--- src/rtl/drop_controller.sv ---
// Board owner and move sequencer for the 7x6 four-in-a-row game: validates a put, drops the
// piece, then walks the four line directions around it. Optional draw detection: DRAW_DETECT_EN.
module drop_controller #(
    parameter int unsigned COLS    = 7,
    parameter int unsigned ROWS    = 6,
    parameter int unsigned WIN_LEN = 4
) (
    input  logic       clk_i,
    input  logic       rst_i,
    input  logic       put_i,
    input  logic [2:0] col_i,
    input  logic       turn_i,
    output logic       invalid_move_o,
    output logic       busy_o,
    output logic       done_o,
    output logic       win_o,
    output logic       winner_o,
    output logic       draw_o,
    input  logic [2:0] rd_row_i,
    input  logic [2:0] rd_col_i,
    output logic [1:0] rd_cell_o,
    output logic [1:0] state_o
);

    typedef enum logic [1:0] {
        S_IDLE  = 2'd0,
        S_CHECK = 2'd1,
        S_FIN   = 2'd2
    } state_t;

    localparam logic [2:0]        COLS_U = 3'(COLS);
    localparam logic [2:0]        ROWS_U = 3'(ROWS);
    localparam logic [2:0]        WIN_U  = 3'(WIN_LEN);
    localparam logic signed [4:0] COLS_S = 5'(COLS);
    localparam logic signed [4:0] ROWS_S = 5'(ROWS);

    state_t     state_q, state_d;
    logic [2:0] row_q, row_d;
    logic [2:0] colp_q, colp_d;
    logic       turn_q, turn_d;
    logic [1:0] dir_q, dir_d;
    logic       side_q, side_d;
    logic [2:0] step_q, step_d;
    logic [2:0] count_q, count_d;
    logic       win_q, win_d;
    logic       winner_q, winner_d;

    logic [1:0] cell_q [ROWS][COLS];
    logic [2:0] height_q [COLS];

    logic       col_ok;
    logic [2:0] cur_height;
    logic [2:0] height_inc;
    logic       busy;
    logic       accept;
    logic       place_en;
    logic       end_side;

    logic signed [4:0] off;
    logic signed [4:0] base_r, base_c;
    logic signed [4:0] nr, nc;
    logic              in_bounds;
    logic [2:0]        nr_idx, nc_idx;
    logic [1:0]        nbr_cell;
    logic              match;

    // Handshake: put_i is a one-cycle request sampled with col_i/turn_i; it is accepted in that
    // same cycle exactly when invalid_move_o is low, otherwise it is dropped with no state change.
    assign col_ok         = (col_i < COLS_U);
    assign cur_height     = col_ok ? height_q[col_i] : ROWS_U;
    assign height_inc     = (cur_height >= ROWS_U) ? ROWS_U : cur_height + 3'd1;
    assign busy           = (state_q != S_IDLE);
    assign invalid_move_o = put_i & (busy | ~col_ok | (cur_height == ROWS_U) | win_q | draw_o);
    assign accept         = put_i & ~invalid_move_o;

    assign busy_o    = busy;
    assign done_o    = (state_q == S_FIN);
    assign win_o     = win_q;
    assign winner_o  = winner_q;
    assign state_o   = state_q;
    assign rd_cell_o = ((rd_row_i < ROWS_U) && (rd_col_i < COLS_U)) ?
                       cell_q[rd_row_i][rd_col_i] : 2'b00;

    // Neighbour under test: latched position plus step along the current direction and side.
    always_comb begin
        off    = side_q ? -$signed({2'b00, step_q}) : $signed({2'b00, step_q});
        base_r = $signed({2'b00, row_q});
        base_c = $signed({2'b00, colp_q});
        nr     = base_r;
        nc     = base_c;
        case (dir_q)
            2'd0: begin
                nr = base_r;
                nc = base_c + off;
            end
            2'd1: begin
                nr = base_r + off;
                nc = base_c;
            end
            2'd2: begin
                nr = base_r + off;
                nc = base_c + off;
            end
            default: begin
                nr = base_r + off;
                nc = base_c - off;
            end
        endcase
        in_bounds = (nr >= 5'sd0) && (nr < ROWS_S) && (nc >= 5'sd0) && (nc < COLS_S);
        nr_idx    = in_bounds ? nr[2:0] : 3'd0;
        nc_idx    = in_bounds ? nc[2:0] : 3'd0;
        nbr_cell  = in_bounds ? cell_q[nr_idx][nc_idx] : 2'b00;
        match     = in_bounds && (nbr_cell == {turn_q, ~turn_q});
    end

    always_comb begin
        state_d  = state_q;
        row_d    = row_q;
        colp_d   = colp_q;
        turn_d   = turn_q;
        dir_d    = dir_q;
        side_d   = side_q;
        step_d   = step_q;
        count_d  = count_q;
        win_d    = win_q;
        winner_d = winner_q;
        place_en = 1'b0;
        end_side = 1'b0;
        case (state_q)
            S_IDLE: begin
                if (accept) begin
                    place_en = 1'b1;
                    row_d    = cur_height;
                    colp_d   = col_i;
                    turn_d   = turn_i;
                    dir_d    = 2'd0;
                    side_d   = 1'b0;
                    step_d   = 3'd1;
                    count_d  = 3'd1;
                    state_d  = S_CHECK;
                end
            end
            S_CHECK: begin
                if (match) begin
                    if (count_q + 3'd1 == WIN_U) begin
                        win_d    = 1'b1;
                        winner_d = turn_q;
                        state_d  = S_FIN;
                    end else begin
                        count_d = count_q + 3'd1;
                        step_d  = step_q + 3'd1;
                        if (step_q + 3'd1 == WIN_U) begin
                            end_side = 1'b1;
                        end
                    end
                end else begin
                    end_side = 1'b1;
                end
                if (end_side) begin
                    step_d = 3'd1;
                    if (!side_q) begin
                        side_d = 1'b1;
                    end else if (dir_q == 2'd3) begin
                        state_d = S_FIN;
                    end else begin
                        dir_d   = dir_q + 2'd1;
                        side_d  = 1'b0;
                        count_d = 3'd1;
                    end
                end
            end
            S_FIN: begin
                state_d = S_IDLE;
            end
            default: begin
                state_d = S_IDLE;
            end
        endcase
    end

    always_ff @(posedge clk_i) begin
        if (!rst_i) begin
            state_q  <= S_IDLE;
            row_q    <= '0;
            colp_q   <= '0;
            turn_q   <= 1'b0;
            dir_q    <= '0;
            side_q   <= 1'b0;
            step_q   <= '0;
            count_q  <= '0;
            win_q    <= 1'b0;
            winner_q <= 1'b0;
        end else begin
            state_q  <= state_d;
            row_q    <= row_d;
            colp_q   <= colp_d;
            turn_q   <= turn_d;
            dir_q    <= dir_d;
            side_q   <= side_d;
            step_q   <= step_d;
            count_q  <= count_d;
            win_q    <= win_d;
            winner_q <= winner_d;
        end
    end

    // Piece encoding is turn+1: red 01, yellow 10.
    always_ff @(posedge clk_i) begin
        if (!rst_i) begin
            for (int unsigned r = 0; r < ROWS; r++) begin
                for (int unsigned c = 0; c < COLS; c++) begin
                    cell_q[r][c] <= 2'b00;
                end
            end
            for (int unsigned c = 0; c < COLS; c++) begin
                height_q[c] <= 3'd0;
            end
        end else if (place_en) begin
            cell_q[cur_height][col_i] <= {turn_i, ~turn_i};
            height_q[col_i]           <= height_inc;
        end
    end

`ifdef DRAW_DETECT_EN
    localparam logic [5:0] CELLS = 6'(ROWS * COLS);

    logic [5:0] moves_q, moves_d;
    logic       draw_q, draw_d;

    always_comb begin
        moves_d = moves_q;
        draw_d  = draw_q;
        if (place_en && (moves_q != CELLS)) begin
            moves_d = moves_q + 6'd1;
        end
        if ((state_q == S_FIN) && !win_q && (moves_q == CELLS)) begin
            draw_d = 1'b1;
        end
    end

    always_ff @(posedge clk_i) begin
        if (!rst_i) begin
            moves_q <= '0;
            draw_q  <= 1'b0;
        end else begin
            moves_q <= moves_d;
            draw_q  <= draw_d;
        end
    end

    assign draw_o = draw_q;
`else
    assign draw_o = 1'b0;
`endif

endmodule
--- config.mk ---
export PLATFORM = sky130hd
export DESIGN_NAME = drop_controller
export DESIGN_NICKNAME = d
export VERILOG_FILES = /design/src/rtl/drop_controller.sv
export SDC_FILE = /design/constraint.sdc
export NUM_CORES = 1
export LEC_CHECK = 0
export CAP_MARGIN = 40
export CELL_PAD_IN_SITES_DETAIL_PLACEMENT = 1
export CELL_PAD_IN_SITES_GLOBAL_PLACEMENT = 1
export CORE_MARGIN = 1
export CORE_UTILIZATION = 54
export CTS_CLUSTER_DIAMETER = 50
export DETAILED_ROUTE_END_ITERATION = 8
export PLACE_DENSITY_LB_ADDON = 0.1
export SETUP_SLACK_MARGIN = 0.02
export SLEW_MARGIN = 0
export SYNTH_ARGS = -nofsm -noshare
export SYNTH_HDL_FRONTEND = slang
export SYNTH_SLANG_ARGS = --single-unit
--- constraint.sdc ---
create_clock -name clk_i -period 8.8 [get_ports clk_i]
set_input_delay 1.76 -clock clk_i [delete_from_list [all_inputs] [get_ports clk_i]]
set_output_delay 1.76 -clock clk_i [all_outputs]
set_load 0.02 [all_outputs]
* After elaboration in Yosys (flattened, before gate mapping) *
Memory sizes are Yosys's and may differ from the RTL's.
Index checks and enable logic that the tools add are counted.

word-level totals
  word-level logic and storage cells = 140
  bits of input ports = 13
  memories = 2
  output and inout bits = 10
  register bits = 20
  memory bits (writable) = 105

cells by class
  mux-type cells = 62
  magnitude comparators = 12
  equal/unequal tests = 15
  add/sub/neg operators = 8
  bitwise logic cells = 12
  reduce and logical (&&, ||, !) cells = 19

memory list
  name      words  bits a word  read ports  clocked after memory_dff  wr ports  line  text
  cell_q    6      14           2           0                         6         48    logic [1:0] cell_q [ROWS][COLS];
  height_q  7      3            1           0                         7         49    logic [2:0] height_q [COLS];

operators by type and width
  cell                   number
  $mux W3                16
  $mux W14               3
  $mux W2                17
  $mux W1                15
  $reduce_or A14 Y1      1
  $bmux W2 S3            2
  $ge A4 B4 Y1 const B   3
  $not A3 Y4             3
  $pmux W3 S2            2
  $add A4 B5 Y5          2
  $ge A5 B1 Y1 const B   2
  $lt A5 B4 Y1 const B   2
  $mux W5                2
  $pmux W5 S2            1
  $add A3 B1 Y3 const B  3
  $eq A3 B3 Y1 const B   3
  $lt A3 B3 Y1 const B   3
  $ne A2 B2 Y1 const B   4
  $pmux W2 S2            2
  $demux W2 S3           1
  $eq A2 B2 Y1 const B   3
  $logic_and A1 B1 Y1    6
  $ne A3 B3 Y1 const B   2
  $reduce_and A3 Y1      2
  other kinds (18)       28

* Depth between registers and ports, before layout *
Gate-level depths: netlist of run 1.

  depth after elaboration = 21
  mapped depth = 26
  gate-level depth less buffers = 24

* Least setup slack after synthesis of run 1 *
Ideal clock, no wire load.

  kind = input to output
  start = input port rd_row_i[0]
  end = output port rd_cell_o[0]
  cell stages on the path = 9
  setup slack = 2.332 ns
  arrival time = 4.708 ns
  required time = 7.040 ns
  path buffers = 3
  cell sequence = clkbuf_1 -> buf_1 -> clkbuf_1 -> mux2i_1 -> a22oi_1 -> o211ai_1 -> nand2_1 -> a21oi_1 -> a2111oi_0

on the way
  longest elaborated chain between the ends = 5
  elaborated cells on any way between the ends = 7
  those cells by class = 1 x order compare; 4 x mux; 1 x reduce/logical; 1 x memory

ends and longest elaborated chain
  item                                        line  text
  from (decl)                                 19    input logic [2:0] rd_row_i,
  $mem_v2 Z6 W14                              -
  $bmux W2 S3                                 82    cell_q[rd_row_i][rd_col_i] : 2'b00;
  $mux W2 (implied by the code) (2 in a row)  82
  $mux W2 *                                   81    assign rd_cell_o = ((rd_row_i < ROWS_U) && (rd_col_i < COLS_U)) ?
  to (decl)                                   21    output logic [1:0] rd_cell_o,

Every way passes the cells marked *; elsewhere a longest branch is shown, timed or not. The select of a mux whose other input is x is not followed.

* Worst setup path in the final report of run 1 *
  start = input port col_i[2]
  end = output port invalid_move_o

on the way
  longest elaborated chain between the ends = 6
  elaborated cells on any way between the ends = 9
  those cells by class = 1 x order compare; 1 x eq/ne; 1 x mux; 5 x bitwise; 1 x memory

ends and longest elaborated chain
  item                                           line  text
  from (decl)                                    11    input logic [2:0] col_i,
  $mem_v2 Z7 W3 or $lt A3 B3 Y1 (tied branches)  -
  $mux W3 *                                      70    assign cur_height = col_ok ? height_q[col_i] : ROWS_U;
  net cur_height[1]                              52    logic [2:0] cur_height;
  $eq A3 B3 Y1 *                                 73    assign invalid_move_o = put_i & (busy | ~col_ok | (cur_height == ROWS_U) | win_q | draw_o);
  $or A1 B1 Y1 * (2 in a row)                    73
  $and A1 B1 Y1 *                                73
  to (decl)                                      13    output logic invalid_move_o,

The timed path passes the listed nets; every way through them passes the cells marked *.

==> results.sh, run 1 <==
export IMPL_drv_slew=0
export IMPL_peakVddDrop_uv=164
export IMPL_yosysSeqAreaShare=0.459
export IMPL_hold_path_class="register to register"
export IMPL_cts_resized=0
export IMPL_dpl_hpwl_um=25100
export IMPL_synth_avg_cell_area_sq_um=9.70
export IMPL_fmax_mhz=140
export IMPL_cts_sinks=153
export IMPL_reg2regPathDepth=21
export IMPL_fin_setup_tns_ps=0
export IMPL_slew_headroom=0.357
export IMPL_clkSlewWorstSetupHoldPaths_ps=60
export IMPL_r2r_slack_ps=2190
export IMPL_die_area_sq_um=18100
export IMPL_grt_usage=0.392
export IMPL_min_period_ps=7170
export IMPL_ant_nets=0
export IMPL_drt_iter0_drc=974
export IMPL_clk_latency_ps=430
export IMPL_dr_pass1_iters=5
export IMPL_crit_chain="clkdlybuf4s50_1, mux2_2, a22oi_1, nor2_1, a211oi_1, buf_4, inv_1, ha_1, a2111oi_0, nor2b_1, clkdlybuf4s50_1"
export IMPL_postSynth_asyncResetShare=0
export IMPL_cts_root_buf="clkbuf_16"
export IMPL_grt_pass1_vias=8468
export IMPL_drc=0
export IMPL_maxCapViolCount=0
export IMPL_period_share=0.814
export IMPL_place_congestion=0.991
export IMPL_cts_max_level=4
export IMPL_area_delta_synth_final_pct=9.64
export IMPL_die_x_um=135
export IMPL_end_kind="output port"
export IMPL_crit_arrival_ps=5410
export IMPL_synth_edf_count=130
export IMPL_design_power_total_uw=2220
export IMPL_synth_seq_cells=153
export IMPL_synth_cell_area_sq_um=9510
export IMPL_port_buffers=21
export IMPL_rsz0062_at_grt="no"
export IMPL_hold_viol_final=0
export IMPL_cts_buffers=17
export IMPL_synth_fp_nets=1016
export IMPL_dr_total_vias=8391
export IMPL_antenna_found_initial=2
export IMPL_cts_buffer_depth=2
export IMPL_dieHeight_um=135
export IMPL_ios=23
export IMPL_layout_nets=1003
export IMPL_core_sq_um=17200
export IMPL_critPathMaxFanout=19
export IMPL_skew_ps=9.73
export IMPL_rows=48
export IMPL_r2r_end="side_q"
export IMPL_drt_wl_total_um=34300
export IMPL_crit_type="primary input to output port"
export IMPL_cpMostUsedCell="clkdlybuf4s50_1"
export IMPL_synth_cell_type_count=86
export IMPL_viasPerCell=6.95
export IMPL_start_util=0.552
export IMPL_wire_per_inst_um=28.4
export IMPL_r2r_start="step_q[0]"
export IMPL_postCtsHoldBufs=0
export IMPL_worst_pin_slew_ps=961
export IMPL_grt_remaining_overflow=0
export IMPL_cts_tree="done"
export IMPL_crit_end="invalid_move_o"
export IMPL_start_kind="primary input"
export IMPL_p_leak_uw=0.00362
export IMPL_slowest_delay_ps=880
export IMPL_status="finished clean"
export IMPL_crit_required_ps=7040
export IMPL_power_density_nw_per_um2=213
export IMPL_synth_ff_type="edfxtp_1"
export IMPL_grt_max_degree=36
export IMPL_synth_cells=981
export IMPL_drive_above_1_share=0.106
export IMPL_ys_warn_count=0
export IMPL_grt_pass1_wl_um=51500
export IMPL_nFillCells=1893
export IMPL_cts_setup_buffers=0
export IMPL_slowest_stage="clkdlybuf4s50_1"
export IMPL_setup_violations=0
export IMPL_critPathLaunch="col_i[2]"
==> flip-flops by register name, indices dropped and copies added (netlist names) <==
signal,cells
cell_q,112
height_q,21
colp_q,3
count_q,3
row_q,3
step_q,3
dir_q,2
state_o,2
side_q,1
turn_q,1
win_o,1
winner_o,1
==> worst min path at each step <==
stage / slack, ps / cells after the start / to / startpoint
detailed placement: 490 / 2 / count_q[1] / count_q[1]
finish: 510 / 2 / count_q[1] / count_q[1]
global placement: 470 / 2 / count_q[1] / count_q[1]
global route: 530 / 2 / count_q[1] / count_q[1]
floorplan: 450 / 2 / height_q[6][0] / height_q[6][0]
CTS: 500 / 2 / count_q[1] / count_q[1]
==> power breakdown <==
group / internal [uW] / switching [uW]
combinational: 213 / 445
sequential: 813 / 31.5
clock: 407 / 312
total: 1430 / 789
==> area by class of cell <==
class	instances	area [sq um]	area share
Timing Repair Buffer	35	349	0.0335
Tap cell	225	282	0.0270
Inverter	27	101	0.00972
Sequential cell	153	4360	0.418
Clock inverter	12	118	0.0113
Antenna cell	1	2.50	0.000240
Multi-Input combinational cell	734	4760	0.456
Clock buffer	20	457	0.0438
==> synthesized netlist by cell type, types with 6 or more instances <==
cell type | n | share of area
buf_1 | 6 | 0.0024
clkbuf_1 | 52 | 0.021
inv_1 | 25 | 0.0099
nor2_1 | 172 | 0.068
nand3_1 | 29 | 0.015
nand2_1 | 127 | 0.050
a31oi_1 | 15 | 0.0099
a21o_1 | 7 | 0.0055
and3_1 | 8 | 0.0053
dfxtp_1 | 23 | 0.048
nor2b_1 | 6 | 0.0039
o21ai_0 | 71 | 0.037
and2_1 | 9 | 0.0059
mux4_2 | 30 | 0.071
a221oi_1 | 6 | 0.0055
nand2b_1 | 6 | 0.0039
o211ai_1 | 7 | 0.0055
edfxtp_1 | 130 | 0.41
nand4_1 | 15 | 0.0099
ha_1 | 20 | 0.026
a22oi_1 | 10 | 0.0079
a21oi_1 | 38 | 0.020
nor3_1 | 11 | 0.0058
mux2i_1 | 21 | 0.022
a211oi_1 | 14 | 0.011
==> cells in the final DEF, fill, tap and decap left out, drive strengths merged, types with 4 or more instances in the layout <==
master,n
inv,28
a211oi,14
o31ai,5
nand3,29
clkbuf,20
o21ai,73
dfxtp,23
a22oi,10
a311oi,4
edfxtp,130
o21a,5
buf,16
nor3,12
a32oi,5
or3,6
mux4,30
clkinvlp,4
mux2i,22
ha,20
a21oi,38
nor2,172
and2,9
a2111oi,6
and3,9
a31oi,15
o211ai,7
a21o,8
nor2b,6
clkdlybuf4s50,19
nand2b,6
nand2,127
a221oi,6
nand4,15
o41ai,4
clkinv,6
xnor2,5
mux2,6
==> stage by stage <==
| stage | setup WS [ps] | util | instance area [sq um] | hold WS, ps | cells |
|---|---|---|---|---|---|
| final | 1630 | 0.605 | 10400 | 506 | 1207 |
| after global routing | 1160 | 0.605 | 10400 | 528 | 1206 |
| after CTS | 1550 | 0.604 | 10400 | 501 | 1205 |
| after detailed placement | 1130 | 0.571 | 9840 | 491 | 1173 |
| after global placement | 1620 | 0.567 | 9780 | 469 | 1170 |
| after floorplan | 2330 | - | 9510 | 450 | 981 |
==> cells by family after synthesis <==
group / after synthesis / share of synthesized area
buf+inv: 94 / 0.0412
mux: 58 / 0.103
flops: 153 / 0.459
other cells: 1 / 0.000394
simple gates: 409 / 0.189
fa+ha+maj: 22 / 0.0305
xor+xnor: 7 / 0.00645
compound gates: 237 / 0.171
==> metal layers <==
metal | vias to the layer above | global-route usage | part of all wire
met3 | 84 | 0.0743 | 0.097
met1 | 4186 | 0.521 | 0.39
met4 | 0 | 0.155 | 0.034
li1 | 3626 | - | -
met5 | - | 0 | 0
met2 | 495 | 0.634 | 0.48
==> worst max-delay path, delay by kind of cell <==
kind / cells / cell delay [ps]
compound gates: 3 / 1040
fa+ha+maj: 1 / 230
buf+inv: 4 / 1760
mux: 1 / 420
simple gates: 2 / 180
Note: power is estimated with default switching activity, not from simulation.
==> run 2: changes to the inputs <==
--- a/config.mk
+++ b/config.mk
@@ -9,7 +9,7 @@
 export CELL_PAD_IN_SITES_DETAIL_PLACEMENT = 1
 export CELL_PAD_IN_SITES_GLOBAL_PLACEMENT = 1
 export CORE_MARGIN = 1
-export CORE_UTILIZATION = 54
+export CORE_UTILIZATION = 45
 export CTS_CLUSTER_DIAMETER = 50
 export DETAILED_ROUTE_END_ITERATION = 8
 export PLACE_DENSITY_LB_ADDON = 0.1
==> constraint.sdc (replaced) <==
create_clock -name clk_i -period 6.1 [get_ports clk_i]
set_input_delay 1.22 -clock clk_i [delete_from_list [all_inputs] [get_ports clk_i]]
set_output_delay 1.22 -clock clk_i [all_outputs]
set_load 0.02 [all_outputs]
==> run 2 against run 1 <==
Net effect: global-route usage shrank 4.3 points; clock skew grew 10 ps; worst setup slack lost 1300 ps; power grew 50%; via count grew 1.1%; die area grew 20%; non-clock buffer count grew 21; routed wire length grew 7.5%; combinational power grew 45%; clock-buffer cell count shrank 3; sequential power grew 45%; clock power grew 61%; critical path type is now register to register; critical endpoint is now count_q[1].
==> results.sh, run 2 (synthesis gave the netlist of run 1 again) <==
export IMPL_peakVddDrop_uv=188
export IMPL_reg_largest_list="cell_q: 112 flops, height_q: 21 flops"
export IMPL_dp_cells=1232
export IMPL_die_area_sq_um=21700
export IMPL_grt_max_degree=48
export IMPL_placed_area_sq_um=9990
export IMPL_critPathMaxFanout=14
export IMPL_final_common_cell="nor2_1"
export IMPL_dr_total_vias=8487
export IMPL_min_period_ps=5790
export IMPL_drt_wl_total_um=36800
export IMPL_cts_tree="done"
export IMPL_layout_nets=1024
export IMPL_switching_share=0.350
export IMPL_top_register="cell_q"
export IMPL_final_cell_mix="nor2_1 (169), edfxtp_1 (130), nand2_1 (127), o21ai_0 (69), a21oi_1 (37)"
export IMPL_cts_root_buf="clkbuf_16"
export IMPL_grt_pass1_vias=8407
export IMPL_r2r_slack_ps=310
export IMPL_cts_sinks=153
export IMPL_ant_nets=0
export IMPL_drc=0
export IMPL_power_frac_comb=0.285
export IMPL_design_power_total_uw=3340
export IMPL_period_share=0.950
export IMPL_antenna_found_initial=1
export IMPL_status="finished clean"
export IMPL_skew_ps=20.1
export IMPL_p_int_uw=2170
export IMPL_design_area_sq_um=10800
export IMPL_crit_required_ps=6440
export IMPL_core_sq_um=20500
export IMPL_cts_buffer_depth=2
export IMPL_place_congestion=0.986
export IMPL_cts_max_level=4
export IMPL_crit_arrival_ps=6130
export IMPL_start_util=0.464
export IMPL_fin_setup_tns_ps=0
export IMPL_nFillCells=2299
export IMPL_ios=23
export IMPL_rows=52
export IMPL_dieHeight_um=147
export IMPL_port_buffers=21
export IMPL_power_density_nw_per_um2=311
export IMPL_antenna_cells=0
export IMPL_clk_latency_ps=450
export IMPL_grt_remaining_overflow=0
export IMPL_worst_pin_slew_ps=892
export IMPL_grt_pass1_wl_um=54800
export IMPL_wire_per_inst_um=29.0
export IMPL_drv_slew=0
export IMPL_setup_violations=0
export IMPL_drive_above_1_share=0.136
export IMPL_p_seq_frac=0.366
export IMPL_grt_usage=0.349
export IMPL_slew_headroom=0.404
export IMPL_hold_path_class="register to register"
export IMPL_dpl_hpwl_um=27200
export IMPL_drt_iter0_drc=798
export IMPL_pwr_share_clk=0.348
export IMPL_end_kind="register"
export IMPL_fmax_mhz=173
export IMPL_hold_viol_final=0
export IMPL_largest_reg_flops=112
export IMPL_fin_cells=1272
export IMPL_rsz0062_at_grt="no"
export IMPL_cts_buffers=17
export IMPL_p_leak_uw=0.00376
export IMPL_p_sw_uw=1170
export IMPL_clkSlewWorstSetupHoldPaths_ps=70
export IMPL_crit_type="register to register"
export IMPL_start_kind="register"
export IMPL_maxCapViolCount=0
export IMPL_area_delta_synth_final_pct=13.1
export IMPL_die_x_um=147
export IMPL_dr_pass1_iters=6
export IMPL_viasPerCell=6.67
==> run 2: cell count changes in the layout (fill, tap and decap cells not counted), moves of 2 or more <==
cell	change
buf_4	+23
clkinvlp_4	-3
nor2_1	-3
bufinv_16	+2
clkbuf_8	-2
inv_6	+2
inv_8	+2
nor2_2	+2
==> run 2: path summary, 6_finish.rpt <==
check | to | cells past startpoint | start
setup / recovery | count_q[1] | 24 | step_q[1]
hold / removal | height_q[6][2] | 2 | height_q[6][2]
setup reg to reg | count_q[1] | 24 | step_q[1]
hold reg to reg | height_q[6][2] | 2 | height_q[6][2]
==> run 2: per-stage QoR <==
step | util | hold WS (ps) | setup WS, ps
finish | 0.525 | 502 | 306
detailed placement | 0.487 | 487 | -167
floorplan | - | 450 | 657
CTS | 0.518 | 497 | 30.1
global placement | 0.486 | 474 | 15.0
global route | 0.525 | 528 | 13.3
==> run 2: layer usage <==
metal	global-route usage	up-vias	routed length (um)	share of wire
met4	0.107	2	899	0.024
met1	0.495	4331	15600	0.42
met2	0.537	428	17000	0.46
met3	0.0750	68	3370	0.091
met5	0	-	13	0.00035
li1	-	3658	-	-
==> run 2: power groups by stage <==
stage / clock network [uW] / registers (uW) / logic, uW
2_1_floorplan: 0 / 1210 / 631
3_3_place_gp: 0 / 1240 / 875
3_5_place_dp: 0 / 1240 / 895
4_1_cts: 1160 / 1220 / 902
5_1_grt: 1200 / 1230 / 1020
6_report: 1160 / 1220 / 953
==> run 2: area by class of cell <==
cell class / instances / area, sq um / area share
clock buffers: 17 / 425 / 0.0395
flip-flops and latches: 153 / 4360 / 0.406
repair buffers: 56 / 488 / 0.0454
well taps: 270 / 338 / 0.0314
inverters: 27 / 101 / 0.00942
multi-input cells: 734 / 4830 / 0.449
clock inverters: 15 / 206 / 0.0192
==> run 2: critical path, cell delays in order (launching register included) <==
cell and delay [ps]:
dfxtp_1 420, inv_1 110, ha_1 220, ha_1 340, nand2_1 90, o21ai_0 180
ha_1 400, a21oi_1 90, or3_1 300, nand3_1 110, a21oi_1 90, a21oi_1 170
ha_2 250, o211a_4 250, nand2_1 210, a21oi_2 210, a21o_4 250, a311oi_1 100
a311oi_1 360, o32a_1 250, o32ai_2 100, and2b_2 290, mux2i_4 130, or4b_1 500
a211oi_1 260
==> run 2: what timing repair did <==
action,CTS,global route
buffers inserted,0,8
hold buffers,0,0
pin swaps,0,4
endpoints found under the hold margin,0,0
endpoints found under the setup margin,8,13
resized for setup,1,18
